## src/rtl/cv32e40x_obi_fetch_bridge.sv

```systemverilog
// Fetch-side valid/ready to OBI A-channel bridge with bounded outstanding count.
// Optional protocol checker enabled by defining CV32E40X_OBI_PROTO_CHECK_EN.
module cv32e40x_obi_fetch_bridge #(
    parameter int unsigned ADDR_W          = 32,
    parameter int unsigned MAX_OUTSTANDING = 2
) (
    input  logic              clk,
    input  logic              rst_n,
    input  logic              trans_valid_i,
    output logic              trans_ready_o,
    input  logic [ADDR_W-1:0] trans_addr_i,
    input  logic [2:0]        trans_prot_i,
    output logic              resp_valid_o,
    output logic [31:0]       resp_rdata_o,
    output logic              resp_err_o,
    output logic              obi_req_o,
    input  logic              obi_gnt_i,
    output logic [ADDR_W-1:0] obi_addr_o,
    output logic [2:0]        obi_prot_o,
    input  logic              obi_rvalid_i,
    input  logic [31:0]       obi_rdata_i,
    input  logic              obi_err_i,
    output logic [2:0]        outstanding_o,
    output logic              proto_err_o
);

    typedef enum logic {StTransparent, StRegistered} state_e;

    localparam logic [2:0] MaxCnt = 3'(MAX_OUTSTANDING);

    state_e            state_q, state_d;
    logic [ADDR_W-1:0] addr_q, addr_d;
    logic [2:0]        prot_q, prot_d;
    logic [2:0]        cnt_q, cnt_d;
    logic              issue, retire;

    always_comb begin
        state_d       = state_q;
        addr_d        = addr_q;
        prot_d        = prot_q;
        trans_ready_o = 1'b0;
        obi_req_o     = 1'b0;
        obi_addr_o    = trans_addr_i;
        obi_prot_o    = trans_prot_i;
        unique case (state_q)
            StTransparent: begin
                trans_ready_o = (cnt_q < MaxCnt);
                obi_req_o     = trans_valid_i & trans_ready_o;
                // Ungranted request: freeze payload so it stays stable until grant.
                if (obi_req_o && !obi_gnt_i) begin
                    state_d = StRegistered;
                    addr_d  = trans_addr_i;
                    prot_d  = trans_prot_i;
                end
            end
            StRegistered: begin
                obi_req_o  = 1'b1;
                obi_addr_o = addr_q;
                obi_prot_o = prot_q;
                if (obi_gnt_i) begin
                    state_d = StTransparent;
                end
            end
        endcase
    end

    assign issue  = obi_req_o & obi_gnt_i;
    // A response with nothing outstanding cannot underflow the count.
    assign retire = obi_rvalid_i & (cnt_q != 3'd0);

    always_comb begin
        cnt_d = cnt_q;
        unique case ({issue, retire})
            2'b10:   cnt_d = cnt_q + 3'd1;
            2'b01:   cnt_d = cnt_q - 3'd1;
            default: cnt_d = cnt_q;
        endcase
    end

    always_ff @(posedge clk or negedge rst_n) begin
        if (!rst_n) begin
            state_q <= StTransparent;
            addr_q  <= '0;
            prot_q  <= '0;
            cnt_q   <= '0;
        end else begin
            state_q <= state_d;
            addr_q  <= addr_d;
            prot_q  <= prot_d;
            cnt_q   <= cnt_d;
        end
    end

    assign outstanding_o = cnt_q;
    assign resp_valid_o  = obi_rvalid_i;
    assign resp_rdata_o  = obi_rdata_i;
    assign resp_err_o    = obi_err_i;

`ifdef CV32E40X_OBI_PROTO_CHECK_EN
    logic perr_q, perr_d;

    always_comb begin
        perr_d = perr_q;
        if ((obi_rvalid_i && (cnt_q == 3'd0)) || (obi_gnt_i && !obi_req_o)) begin
            perr_d = 1'b1;
        end
    end

    always_ff @(posedge clk or negedge rst_n) begin
        if (!rst_n) begin
            perr_q <= 1'b0;
        end else begin
            perr_q <= perr_d;
        end
    end

    assign proto_err_o = perr_q;
`else
    assign proto_err_o = 1'b0;
`endif

endmodule

```

## config.mk

```make
export PLATFORM = sky130hd
export DESIGN_NAME = cv32e40x_obi_fetch_bridge
export DESIGN_NICKNAME = d
export VERILOG_FILES = /design/src/rtl/cv32e40x_obi_fetch_bridge.sv
export SDC_FILE = /design/constraint.sdc
export NUM_CORES = 1
export LEC_CHECK = 0
export ABC_AREA = 1
export BUFFER_PORTS_ARGS = -buffer_cell sky130_fd_sc_hd__buf_2
export CORE_MARGIN = 8
export CORE_UTILIZATION = 35
export DETAILED_ROUTE_END_ITERATION = 8
export GPL_ROUTABILITY_DRIVEN = 0
export HOLD_SLACK_MARGIN = 0.02
export PLACE_DENSITY = 0.71
export SYNTH_ARGS = -nofsm -noshare
export SYNTH_HDL_FRONTEND = slang
export SYNTH_SLANG_ARGS = --single-unit
```

## constraint.sdc

```tcl
create_clock -name clk -period 2.3 [get_ports clk]
set_input_delay 0 -clock clk [delete_from_list [all_inputs] [get_ports clk]]
set_output_delay 0 -clock clk [all_outputs]
set_load 0.01 [all_outputs]
```

Word level (Yosys, flattened, before mapping) --
Cells that the tools add are included. Widths: inputs -> output; s select.
Cells by class: mux-type cells 8, add/sub/neg operators 2, bitwise gates (word level) 4, eq/ne operators 2, $lt $le $gt $ge 1, reduce and logical (&&, ||, !) cells 5
Operators by type and width (count):
- $mux 32 | 1
- $pmux 3 s2 | 1
- $pmux 1 s2 | 2
- $add 3x1->3 const B | 1
- $and 1x1->1 | 3
- $lt 3x2->1 const B | 1
- $mux 1 | 3
- $mux 3 | 1
- $reduce_bool 3->1 | 1
- $sub 3x1->3 const B | 1
- $eq 2x1->1 const B | 1
- $eq 2x2->1 const B | 1
- $reduce_and 2->1 | 1
- $reduce_bool 2->1 | 1
- $logic_and 1x1->1 | 1
- $logic_not 1->1 | 1
- $not 1->1 | 1
Storage, ports and cells: bits in registers 39, word-level logic and storage cells 26

Longest topological paths before layout --
Gate-level depths: netlist of run 1.
depth in word-level cells 6, depth in mapped cells 13, mapped depth without buffers 12

Least setup slack after synthesis of run 1 --
Ideal clock, no wire load.
kind register -> register, start point reg cnt_q[2], in the netlist outstanding_o[2], end point reg cnt_q[1], in the netlist outstanding_o[1], clock period less this slack 1924 ps, library setup time 83 ps, cell stages (with the launch flop) 10, arrival 1841 ps, setup slack 376 ps, required time 2217 ps, path through dfrtp_1 nor2_4 buf_6 inv_1 o21ai_2 nand2_1 ha_1 inv_1 fa_1 o21ai_0
On the way: word-level cells in the longest chain between the ends 6
Ends and longest elaborated chain:
- start: declaration | RTL line 34 | logic [2:0] cnt_q, cnt_d;
- start signal: assignment | RTL line 90 | cnt_q <= cnt_d;
- $lt 3x2->1 * | RTL line 47 | trans_ready_o = (cnt_q < MaxCnt);
- $and 1x1->1 * | RTL line 48 | obi_req_o = trans_valid_i & trans_ready_o;
- $pmux 1 s2 * | RTL line 45 | unique case (state_q)
- named net obi_req_o | RTL line 16 | output logic obi_req_o,
- $and 1x1->1 * | RTL line 67 | assign issue = obi_req_o & obi_gnt_i;
- $eq 2x1->1 or $eq 2x2->1 (tied branches) | RTL line 73 | unique case ({issue, retire})
- $pmux 3 s2 or $reduce_bool 2->1 (tied branches)
Mark *: on every way through the listed nets, which the timed path passes. The rest lies on a longest branch. A chain may end at the register's enable or synchronous reset.

Worst setup path after layout of run 1 --
start point reg state_q, end point reg cnt_q[2], in the netlist outstanding_o[2]
On the way: word-level cells in the longest chain between the ends 5
Ends and longest elaborated chain:
- start: declaration | RTL line 31 | state_e state_q, state_d;
- start signal: assignment | RTL line 82 | state_q <= StTransparent;
- start signal: assignment | RTL line 87 | state_q <= state_d;
- $not 1->1 (no source line)
- $pmux 1 s2 * | RTL line 45
- $and 1x1->1 * | RTL line 67
- $eq 2x1->1 or $eq 2x2->1 (tied branches) | RTL line 73
- $pmux 3 s2 or $reduce_bool 2->1 (tied branches)
Mark *: on every way between the ends. The rest lies on a longest branch, timed or not.

==> out/summary.log, run 1 <==
[setup_path] Most Frequent Cell on Critical Path nand2_1
[grt] vias in the first global route 2509
[sta] worst path setup slack after routing 441 ps
[yosys] arithmetic-cell share of the synthesized area counting full adders, half adders and majority gates 1.33%
[power_and_ir_drop] internal power of the cells 1.85 mW
[sta] total setup violations reported at the end of the flow 0
[sta] Setup TNS 0 ps
[yosys] cell area after technology mapping 2450 sq um
[yosys] area share of and/or/nand/nor cells after synthesis 39.0%
[routing] post-detailed-route via-to-cell ratio 4.62
[clocking] Skew-Pair Late Insertion Delay 280 ps
[routing] DRC violations left 0
[layout] fraction of final layout cells with drive strength greater than 1 22.0%
[layout] total inserted antenna cells 0
[clocking] clock buffer depth 2
[power_and_ir_drop] Combinational Power Share 47.8%
[power_and_ir_drop] fraction of power consumed by sequential logic 36.7%
[grt] maximum number of pins on one net before global-route repair 45
[sta] worst-case clock skew 4.53 ps
[routing] detailed-route via count 2483
[clocking] total number of clock tree sinks 39
[power_and_ir_drop] Net Sw Frac 42.5%
[yosys] register area share after synthesis 39.9%
[routing] routed length per placed instance 13.6 um
[layout] Final Net Count 515
[setup_path] data arrival time at the worst-slack endpoint 2030 ps
[power_and_ir_drop] Clk network pwr share 15.4%
[power_and_ir_drop] IR Drop Worst-Case VDD 0.522 mV
[setup_path] class of the most critical setup path reg -> reg
[yosys] number of register bits inferred by synthesis 39
[power_and_ir_drop] net switching power 1.37 mW
[yosys] top cells by area in the synthesized netlist dfrtp_1, nand2_1, buf_4, nand4_1, buf_6
[floorplanning] die boundary height 99.6 um
[yosys] YS warnings 0
[layout] area overhead of the layout relative to synthesis 38.8%
[job] number of max-capacitance violations reported 0
[setup_path] Critical Path Slowest Stage Cell dfrtp_1
[yosys] dominant cell type by area after synthesis dfrtp_1
[sta] shortest clock period the worst path allows after layout 1860 ps
[clocking] CTS tree built
[floorplanning] row cnt 30
[outcome] status completed
[sta] Slew @ Worst Pin 869 ps
[yosys] share of cell area taken by muxes after synthesis 0%
[routing] Total Routed Length 7290 um
[routing] number of detailed-route iterations in the first pass 7
[setup_path] buffer and inverter count on the worst path 2
[grt] grt total ovfl 0
[setup_path] Critical Path End Type flop
[yosys] largest family of logic cells by synthesized area simple AND/OR/NAND/NOR gates
[setup_path] launching element type of the critical path flop
[setup_path] delay of the slowest cell on the worst path 410 ps
[yosys] count of mapped cells out of synthesis 334
[yosys] net count after synthesis 409
[floorplanning] initial cell density of the core 36.0%
[sta] number of hold-slack violations in the final timing report 0
[routing] final antenna-violating net count 0
[yosys] xor/xnor share of the synthesized area 0.358%
[yosys] Yosys top cell area share 39.9%
[clocking] clock slew at the register clock pins of the worst setup and hold paths 70 ps
[routing] initial detailed-routing violation count 125
[grt] first-pass GRT wire length 12000 um
[grt] overall routing resource usage 14.6%
[floorplanning] area of the core 6790 sq um
[floorplanning] # IOs 148
[layout] most common cell after layout, fill and taps aside nand2_1
[sta] Peak Freq 0.538 GHz
[hold_path] classification of the worst-slack hold path in -> out
[clocking] number of CTS-inserted buffers 5
[floorplanning] die span in x 99.6 um
[setup_path] Critical Path RT 2480 ps
[setup_path] CP cell instances inv_4 -> o21ai_2 -> nand2_1 -> ha_1 -> inv_1 -> fa_1 -> nand2_1 -> nand3_1 -> nand2_1 -> nand2_1
[floorplanning] total die area 9920 sq um
[grt] antenna violations before repair 0
[clocking] number of cells upsized or downsized after cts 0
[sta] Final Hold Slack 201 ps
[layout] utilization after layout 50.0%
[setup_path] FF-to-FF setup slack 440 ps
[power_and_ir_drop] Pwr per Cell Area 949 nW/um^2
[yosys] synthesized-area fraction occupied by ao, oa, aoi and oai cells 1.07%
[sta] RSZ-0062 raised after global routing false
[placement] half-perimeter wire length after placement 4290 um
[yosys] average cell area after synthesis 7.33 sq um
[setup_path] maximum fanout encountered on the critical timing path 30
[clocking] Root Driver clkbuf_8
[sta] post-route clock period utilization 80.8%
[sta] Slew Limit Headroom 42.1%
[placement] dpl ws 475 ps
[setup_path] cell family with the largest share of critical-path delay adder cells
[layout] commonest non-fill, non-tap cells in the layout nand2_1, buf_2, dlygate4sd3_1
[placement] input/output buffers 80
[yosys] number of distinct standard cells referenced by the synthesized netlist 20
[clocking] number of levels in the clock H-tree 2
[sta] max-slew violation count 0
[power_and_ir_drop] leakage power summed over all cells 1.86 nW
-- stage by stage --
stage	power (mW)	instance area, sq um	std cells
3_5_place_dp	2.64	2590	459
3_3_place_gp	2.59	2590	459
4_1_cts	3.26	3400	537
5_1_grt	3.53	3400	537
6_report	3.22	3400	537
2_1_floorplan	2.28	2450	334
-- metal layers --
| metal | part of all wire (%) | GRT usage, % |
|---|---|---|
| met4 | 0.92 | 3.73 |
| met5 | 0 | 0 |
| met1 | 40 | 16.0 |
| met3 | 7.2 | 4.47 |
| met2 | 52 | 26.6 |
-- worst paths after layout --
check                        startpoint  cells past startpoint                to
hold / removal             obi_rvalid_i                      2      resp_valid_o
min in group asynchronous         rst_n                      2        addr_q[18]
max in group asynchronous         rst_n                      2         addr_q[7]
setup / recovery                state_q                     10  outstanding_o[2]
hold reg to reg               addr_q[0]                      2         addr_q[0]
setup reg to reg                state_q                     10  outstanding_o[2]
-- sequential cells by signal, summed over array words and instances, names as in the netlist --
register       flops
addr_q            32
outstanding_o      3
prot_q             3
state_q            1
-- synth_stat cells, drive strengths merged --
master    n
dfrtp    39
a21boi    1
xnor2     1
inv       9
ha        1
o21ai     3
nand4    36
clkbuf    3
fa        1
nand2   181
nand3     2
nor2      3
buf      53
conb      1
-- kinds of logic (layout without fill, tap and decap cells) --
group                    Yosys count  after routing
adder cells (fa/ha/maj)            2              2
buffers and inverters             65            172
other                              1              1
XOR/XNOR                           1              1
AND/OR/NAND/NOR                  222            222
AO/OA/AOI/OAI                      4              4
flip-flops                        39             39
-- timing repair --
action | in CTS | in global routing
buffers inserted | 0 | 0
hold buffers | 70 | 0
endpoints found under the hold margin | 108 | 0
-- power groups by stage --
stage	combinational [mW]	sequential [mW]	clock, mW
final	1.54	1.18	0.497
after global routing	1.75	1.23	0.557
after CTS	1.56	1.19	0.521
after detailed placement	1.44	1.20	0
after global placement	1.40	1.18	0
after floorplan	1.11	1.17	0
-- layout make-up --
| class | instances | area (sq um) |
|---|---|---|
| timing repair buffer | 155 | 1140 |
| tap | 96 | 120 |
| sequential | 39 | 976 |
| clock buffer | 8 | 100 |
| multi-input combinational | 230 | 1020 |
| inverter | 9 | 36.3 |
| fill | 657 | 3400 |
Note: power is estimated with default switching activity, not from simulation.
==> run 2, diff against run 1 <==
--- a/config.mk
+++ b/config.mk
@@ -5,14 +5,14 @@
 export SDC_FILE = /design/constraint.sdc
 export NUM_CORES = 1
 export LEC_CHECK = 0
-export ABC_AREA = 1
+export ABC_AREA = 0
 export BUFFER_PORTS_ARGS = -buffer_cell sky130_fd_sc_hd__buf_2
 export CORE_MARGIN = 8
 export CORE_UTILIZATION = 35
 export DETAILED_ROUTE_END_ITERATION = 8
 export GPL_ROUTABILITY_DRIVEN = 0
 export HOLD_SLACK_MARGIN = 0.02
-export PLACE_DENSITY = 0.71
+export PLACE_DENSITY = 0.72
 export SYNTH_ARGS = -nofsm -noshare
 export SYNTH_HDL_FRONTEND = slang
 export SYNTH_SLANG_ARGS = --single-unit
==> constraint.sdc (replaced) <==
create_clock -name clk -period 1.8 [get_ports clk]
set_input_delay 0 -clock clk [delete_from_list [all_inputs] [get_ports clk]]
set_output_delay 0 -clock clk [all_outputs]
set_load 0.01 [all_outputs]
==> run 2 against run 1 <==
- first-iteration DRC count decreased by 66%
- core utilization rose by 0.79 points
- routed wire length fell by 21%
- sequential share of layout area grew 0.27 points
- clock skew is essentially flat
- register-to-register slack worse by 360 ps
- die area decreased by 3.6%
- clock-buffer cell count unchanged
- clock power increased by 29%
==> out/summary.log, run 2 <==
[setup_path] delay of the slowest cell on the worst path 390 ps [-20 ps]
[grt] grt total ovfl 0 [unchanged]
[clocking] clock slew at the register clock pins of the worst setup and hold paths 70 ps [about the same]
[layout] Largest register FFs 32 [unchanged]
[layout] fraction of final layout cells with drive strength greater than 1 58.1% [+36 points]
[hold_path] cell depth of the worst min-delay path 3 [+1]
[setup_path] data arrival time at the worst-slack endpoint 1930 ps [-100 ps]
[power_and_ir_drop] IR Drop Worst-Case VDD 0.738 mV [+41%]
[routing] Total Routed Length 5730 um [-21%]
[sta] worst-case clock skew 4.46 ps [-0.0707 ps]
[layout] register with the most flip-flops addr_q
[clocking] Skew-Pair Late Insertion Delay 280 ps [about the same]
[sta] Slew @ Worst Pin 875 ps [+6.51 ps]
[setup_path] launching element type of the critical path flop
[layout] Filler Cell Count 572 [-13%]
[job] number of max-capacitance violations reported 0 [unchanged]
[yosys] net count after synthesis 245 [-40%]
[routing] post-detailed-route via-to-cell ratio 4.53 [-1.9%]
[sta] Final Hold Slack 136 ps [-65.4 ps]
[routing] number of detailed-route iterations in the first pass 3 [-4]
[floorplanning] # IOs 148 [unchanged]
[setup_path] Critical Path RT 2010 ps [-470 ps]
[power_and_ir_drop] leakage power summed over all cells 1.66 nW [-11%]
[grt] maximum number of pins on one net before global-route repair 40 [-11%]
[routing] initial detailed-routing violation count 42 [-66%]
[yosys] most common flop cell mapped by yosys dfrtp_1
[yosys] Yosys top cell area share 41.6% [+1.8 points]
[floorplanning] total die area 9570 sq um [-3.6%]
[setup_path] class of the most critical setup path reg -> reg
[yosys] top post-synthesis cells by count mux2_2, dfrtp_1, buf_4
[setup_path] Critical Path Slowest Stage Cell dfrtp_1
[placement] cell count after placement 291 [-37%]
[placement] input/output buffers 80 [unchanged]
[yosys] number of distinct standard cells referenced by the synthesized netlist 21 [+5.0%]
[clocking] clock buffer depth 2 [unchanged]
[yosys] count of mapped cells out of synthesis 170 [-49%]
[sta] Slew Limit Headroom 41.7% [-0.43 points]
[layout] most common cell after layout, fill and taps aside buf_2
[floorplanning] initial cell density of the core 35.3% [-0.75 points]
[layout] area overhead of the layout relative to synthesis 43.9%
[yosys] cell with the most instances after synthesis mux2_2
[layout] Layout Cells excl Fill 371 [-31%]
[sta] total setup violations reported at the end of the flow 0 [unchanged]
[yosys] dominant cell type by area after synthesis dfrtp_1
[power_and_ir_drop] Pwr Total 4.05 mW [+26%]
[sta] Setup TNS 0 ps [unchanged]
[yosys] register area share after synthesis 41.6% [+1.8 points]
[placement] half-perimeter wire length after placement 3100 um [-28%]
[setup_path] Critical Path End Type flop
[sta] RSZ-0062 raised after global routing true
[yosys] number of register bits inferred by synthesis 39 [unchanged]
[setup_path] CP cell instances inv_1 -> a21boi_0 -> ha_2 -> inv_2 -> fa_2 -> xor2_1 -> nor2_1 -> xor2_1
[clocking] Root Driver clkbuf_8
[floorplanning] die span in x 97.8 um [-1.8%]
[layout] commonest non-fill, non-tap cells in the layout buf_2, dlygate4sd3_1, mux2_2
[setup_path] maximum fanout encountered on the critical timing path 3 [-90%]
[power_and_ir_drop] Pwr per Cell Area 1200 nW/um^2 [+26%]
[routing] routed length per placed instance 15.5 um [+14%]
[floorplanning] die boundary height 97.8 um [-1.8%]
[setup_path] Most Frequent Cell on Critical Path xor2_1
[hold_path] classification of the worst-slack hold path in -> reg
[layout] total inserted antenna cells 0 [unchanged]
[grt] antenna violations before repair 0 [unchanged]
[routing] DRC violations left 0 [unchanged]
[sta] number of hold-slack violations in the final timing report 0 [unchanged]
[clocking] number of CTS-inserted buffers 5 [unchanged]
[layout] area used by sequential logic in the layout 978 sq um [+0.26%]
[yosys] top cells by area in the synthesized netlist dfrtp_1, mux2_2, mux2_4, buf_4, buf_6
[routing] final antenna-violating net count 0 [unchanged]
[grt] overall routing resource usage 12.0% [-2.6 points]
[sta] post-route clock period utilization 95.8% [+15 points]
[setup_path] r2r worst-path depth 8 [-2]
[layout] Final Net Count 365 [-29%]
[grt] first-pass GRT wire length 9560 um [-20%]
[floorplanning] row cnt 30 [unchanged]
[grt] vias in the first global route 1989 [-21%]
[yosys] number of enable-type register cells in the synthesized netlist 0 [unchanged]
[outcome] status completed
[yosys] async set-or-reset flop fraction in the synthesized netlist 100% [unchanged]
[sta] shortest clock period the worst path allows after layout 1720 ps [-135 ps]
[sta] max-slew violation count 0 [unchanged]
[clocking] total number of clock tree sinks 39 [unchanged]
[clocking] number of levels in the clock H-tree 2 [unchanged]
[layout] footprint of the multi-input gates 1040 sq um [+2.0%]
[floorplanning] area of the core 6640 sq um [-2.2%]
[yosys] YS warnings 0 [unchanged]
[routing] detailed-route via count 1682 [-32%]
[yosys] average cell area after synthesis 13.8 sq um [+88%]
[yosys] cell area after technology mapping 2340 sq um [-4.2%]
[sta] Peak Freq 0.580 GHz [+7.9%]
[clocking] CTS tree built
## run 2: changes by cell type after synthesis, moves of 3 or more
cell	change
mux2_4	+30
buf_2	-6
inv_1	-5
nand2_1	-180
buf_6	-4
clkbuf_1	-3
nand4_1	-36
mux2_2	+40
## run 2: repair_timing
| item | in CTS | in global routing |
|---|---|---|
| resized for setup | 0 | 1 |
| endpoints found under the hold margin | 108 | 0 |
| setup buffers | 0 | 2 |
| endpoints found under the setup margin | 0 | 1 |
| hold buffers | 70 | 0 |
## run 2: path summary, 6_finish.rpt
| path | slack, ps | end | startpoint |
|---|---|---|---|
| max in group asynchronous | 830 | outstanding_o[2] | rst_n |
| min in group asynchronous | 370 | addr_q[17] | rst_n |
| setup reg to reg | 80 | outstanding_o[2] | outstanding_o[0] |
| hold reg to reg | 510 | outstanding_o[0] | outstanding_o[0] |
| setup / recovery | 80 | outstanding_o[2] | outstanding_o[0] |
| hold / removal | 140 | state_q | trans_valid_i |
## run 2: worst max-delay path, delay by kind of cell (launching register included)
family                     cells  cell delay [ps]
adders and majority gates      2              550
xor gates and xnor gates       2              280
and+or+nand+nor                1              110
AOI/OAI and AO/OA              1              180
buffers and inverters          2              130
DFF                            1              390
## run 2: logic make-up after synthesis
| logic type | share of synthesized area, % |
|---|---|
| simple gates | 2.19 |
| flops | 41.6 |
| xor+xnor | 1.12 |
| mux | 38.9 |
| buf+inv | 14.0 |
| compound gates | 0.641 |
| other cells | 0.160 |
| fa+ha+maj | 1.39 |
## run 2: power breakdown
group / switching [mW] / total, mW / internal, mW
logic: 0.693 / 1.84 / 1.15
registers: 0.245 / 1.57 / 1.32
clock network: 0.293 / 0.643 / 0.350
## run 2: cell type report
cell class | instances | area share [%]
repair buffers | 155 | 33.8
well taps | 80 | 2.97
inverters | 3 | 0.334
flip-flops and latches | 39 | 29.0
multi-input cells | 86 | 31.0
clock buffers | 8 | 2.97
## run 2: per-stage QoR
stage | cell area (sq um) | setup slack, ps | util, %
final | 3370 | 76.4 | 50.8
after global routing | 3370 | -15.2 | 50.8
after CTS | 3360 | 22.9 | 50.5
after detailed placement | 2560 | 41.0 | 38.5
after global placement | 2560 | 76.0 | 38.5
after floorplan | 2360 | 14.3 | -
## run 2: routing by layer
layer  share of wire [%]  wire, um  global-route usage [%]  vias up
li1                    -         -                       -      792
met1                  40      2300                    13.2      801
met2                  50      2890                    20.3       82
met3                 8.3       477                    5.41        7
met4                 1.1        62                    3.60        0
met5                   0         0                       0        -
==> run 3, diff against run 2 <==
--- a/config.mk
+++ b/config.mk
@@ -5,14 +5,15 @@
 export SDC_FILE = /design/constraint.sdc
 export NUM_CORES = 1
 export LEC_CHECK = 0
-export ABC_AREA = 0
+export ABC_AREA = 1
 export BUFFER_PORTS_ARGS = -buffer_cell sky130_fd_sc_hd__buf_2
 export CORE_MARGIN = 8
 export CORE_UTILIZATION = 35
 export DETAILED_ROUTE_END_ITERATION = 8
 export GPL_ROUTABILITY_DRIVEN = 0
 export HOLD_SLACK_MARGIN = 0.02
-export PLACE_DENSITY = 0.72
+export PLACE_DENSITY = 0.71
+export SLEW_MARGIN = 20
 export SYNTH_ARGS = -nofsm -noshare
 export SYNTH_HDL_FRONTEND = slang
 export SYNTH_SLANG_ARGS = --single-unit
==> run 3 against run 2 <==
- routed wire length up 30%
- global-route usage increased by 2.8 points
- total power up 2.6%
- first-iteration DRC count increased by 130%
- clock-buffer cell count shrank 2
- core utilization is 0.054 points lower
- non-clock buffer count is 3 higher
- design area is 2.2% higher
- setup slack gained 18 ps
- die area rose by 3.7%
- sequential power fell by 3%
==> out/summary.log, run 3 (synthesis results as in run 1) <==
[clocking] Skew-Pair Late Insertion Delay 280 ps [about the same]
[floorplanning] total die area 9920 sq um [+3.7%]
[layout] Layout Cells excl Fill 540 [+46%]
[setup_path] maximum fanout encountered on the critical timing path 4 [+1]
[sta] Final Hold Slack 132 ps [-4.06 ps]
[job] number of max-capacitance violations reported 0 [unchanged]
[grt] grt total ovfl 0 [unchanged]
[routing] initial detailed-routing violation count 97 [+130%]
[setup_path] class of the most critical setup path reg -> reg
[clocking] clock slew at the register clock pins of the worst setup and hold paths 70 ps [about the same]
[placement] input/output buffers 80 [unchanged]
[clocking] clock buffer depth 2 [unchanged]
[grt] vias in the first global route 2656 [+34%]
[layout] most common cell after layout, fill and taps aside nand2_1
[clocking] total number of clock tree sinks 39 [unchanged]
[sta] number of hold-slack violations in the final timing report 0 [unchanged]
[setup_path] Critical Path RT 2010 ps [about the same]
[layout] footprint of the multi-input gates 1050 sq um [+0.72%]
[routing] post-detailed-route via-to-cell ratio 4.62 [+1.8%]
[layout] post-route cell area 3450 sq um [+2.2%]
[routing] Total Routed Length 7440 um [+30%]
[setup_path] delay of the slowest cell on the worst path 440 ps [+50 ps]
[grt] maximum number of pins on one net before global-route repair 38 [-5.0%]
[routing] routed length per placed instance 13.8 um [-11%]
[routing] number of detailed-route iterations in the first pass 6 [+3]
[power_and_ir_drop] IR Drop Worst-Case VDD 1.17 mV [+59%]
[layout] Final Net Count 519 [+42%]
[power_and_ir_drop] leakage power summed over all cells 1.88 nW [+13%]
[sta] worst-case clock skew 7.75 ps [+3.29 ps]
[power_and_ir_drop] Pwr Total 4.15 mW [+2.6%]
[floorplanning] die boundary height 99.6 um [+1.8%]
[sta] Setup TNS 0 ps [unchanged]
[layout] area overhead of the layout relative to synthesis 40.8%
[routing] DRC violations left 0 [unchanged]
[floorplanning] row cnt 30 [unchanged]
[setup_path] data arrival time at the worst-slack endpoint 1920 ps [about the same]
[outcome] status completed
[placement] cell count after placement 462 [+59%]
[clocking] Root Driver clkbuf_8
[sta] RSZ-0062 raised after global routing false
[setup_path] Critical Path End Type flop
[layout] total inserted antenna cells 0 [unchanged]
[layout] utilization after layout 50.7% [-0.054 points]
[clocking] number of levels in the clock H-tree 2 [unchanged]
[sta] post-route clock period utilization 94.8% [-1.0 points]
[sta] total setup violations reported at the end of the flow 0 [unchanged]
[sta] shortest clock period the worst path allows after layout 1710 ps [-18.0 ps]
[routing] detailed-route via count 2493 [+48%]
[setup_path] Critical Path Slowest Stage Cell dfrtp_2
[floorplanning] initial cell density of the core 36.0% [+0.75 points]
[layout] register with the most flip-flops addr_q
[sta] Slew @ Worst Pin 545 ps [-330 ps]
[floorplanning] area of the core 6790 sq um [+2.3%]
[floorplanning] die span in x 99.6 um [+1.8%]
[layout] Largest register FFs 32 [unchanged]
[layout] commonest non-fill, non-tap cells in the layout nand2_1, buf_2, dlygate4sd3_1
[layout] area used by sequential logic in the layout 978 sq um [unchanged]
[clocking] CTS tree built
[power_and_ir_drop] Pwr per Cell Area 1210 nW/um^2 [+0.43%]
[clocking] number of CTS-inserted buffers 5 [unchanged]
[floorplanning] # IOs 148 [unchanged]
[sta] Peak Freq 0.586 GHz [+1.1%]
[setup_path] CP cell instances nor2_4 -> inv_4 -> o21ai_4 -> nand2_1 -> ha_2 -> inv_2 -> fa_1 -> o21ai_1
[layout] Filler Cell Count 635 [+11%]
[sta] worst path setup slack after routing 94.4 ps [+18.0 ps]
[clocking] setup fix buffers added after clock tree synthesis 0 [unchanged]
[grt] overall routing resource usage 14.8% [+2.8 points]
[sta] max-slew violation count 0 [unchanged]
[grt] first-pass GRT wire length 12200 um [+27%]
[placement] DP Area 2630 sq um [+2.9%]
[placement] dpl ws 88.2 ps [+47.1 ps]
[hold_path] classification of the worst-slack hold path in -> async
[routing] final antenna-violating net count 0 [unchanged]
[placement] half-perimeter wire length after placement 4320 um [+39%]
[layout] fraction of final layout cells with drive strength greater than 1 23.9% [-34 points]
[grt] antenna violations before repair 0 [unchanged]
[setup_path] launching element type of the critical path flop
[sta] Slew Limit Headroom 63.6% [+22 points]
## run 3: layout make-up
type	count	share of cell area, %
inverters	9	1.13
clock buffers	6	2.40
flip-flops and latches	39	28.4
well taps	96	3.49
multi-input cells	231	30.5
repair buffers	158	33.9
clock inverters	1	0.145
## run 3: critical path: cells and delay by family, from the launching register on
family / cells / cell delay, ps
simple gates: 2 / 240
compound gates: 2 / 260
buf+inv: 2 / 110
fa+ha+maj: 2 / 580
flops: 1 / 440
## run 3: worst paths after layout
| kind | start | to | slack, ps | depth (start not counted) |
|---|---|---|---|---|
| max | outstanding_o[1] | outstanding_o[1] | 90 | 8 |
| min | rst_n | prot_q[1] | 130 | 2 |
| max reg2reg | outstanding_o[1] | outstanding_o[1] | 90 | 8 |
| min reg2reg | addr_q[5] | addr_q[5] | 470 | 2 |
| max in group asynchronous | rst_n | addr_q[4] | 1150 | 3 |
| min in group clk | obi_rvalid_i | resp_valid_o | 210 | 2 |
## run 3: layer usage
layer  vias up  track usage, %  part of all wire [%]
li1       1241               -                     -
met1      1132            15.8                    40
met2       106            26.8                    51
met3        14            4.61                   7.1
met4         0            4.89                   1.8
met5         -               0                     0
## run 3: power by group
group	internal, mW	switching, mW	leakage (nW)
clock	0.300	0.281	0.0470
sequential	1.28	0.242	0.485
combinational	0.783	1.26	1.34
total	2.37	1.79	1.88
## run 3: what timing repair did
| action | CTS | global route |
|---|---|---|
| setup endpoints to repair | 2 | 44 |
| hold buffers | 70 | 0 |
| hold endpoints to repair | 108 | 0 |
| cloned | 0 | 1 |
| resized for setup | 1 | 2 |
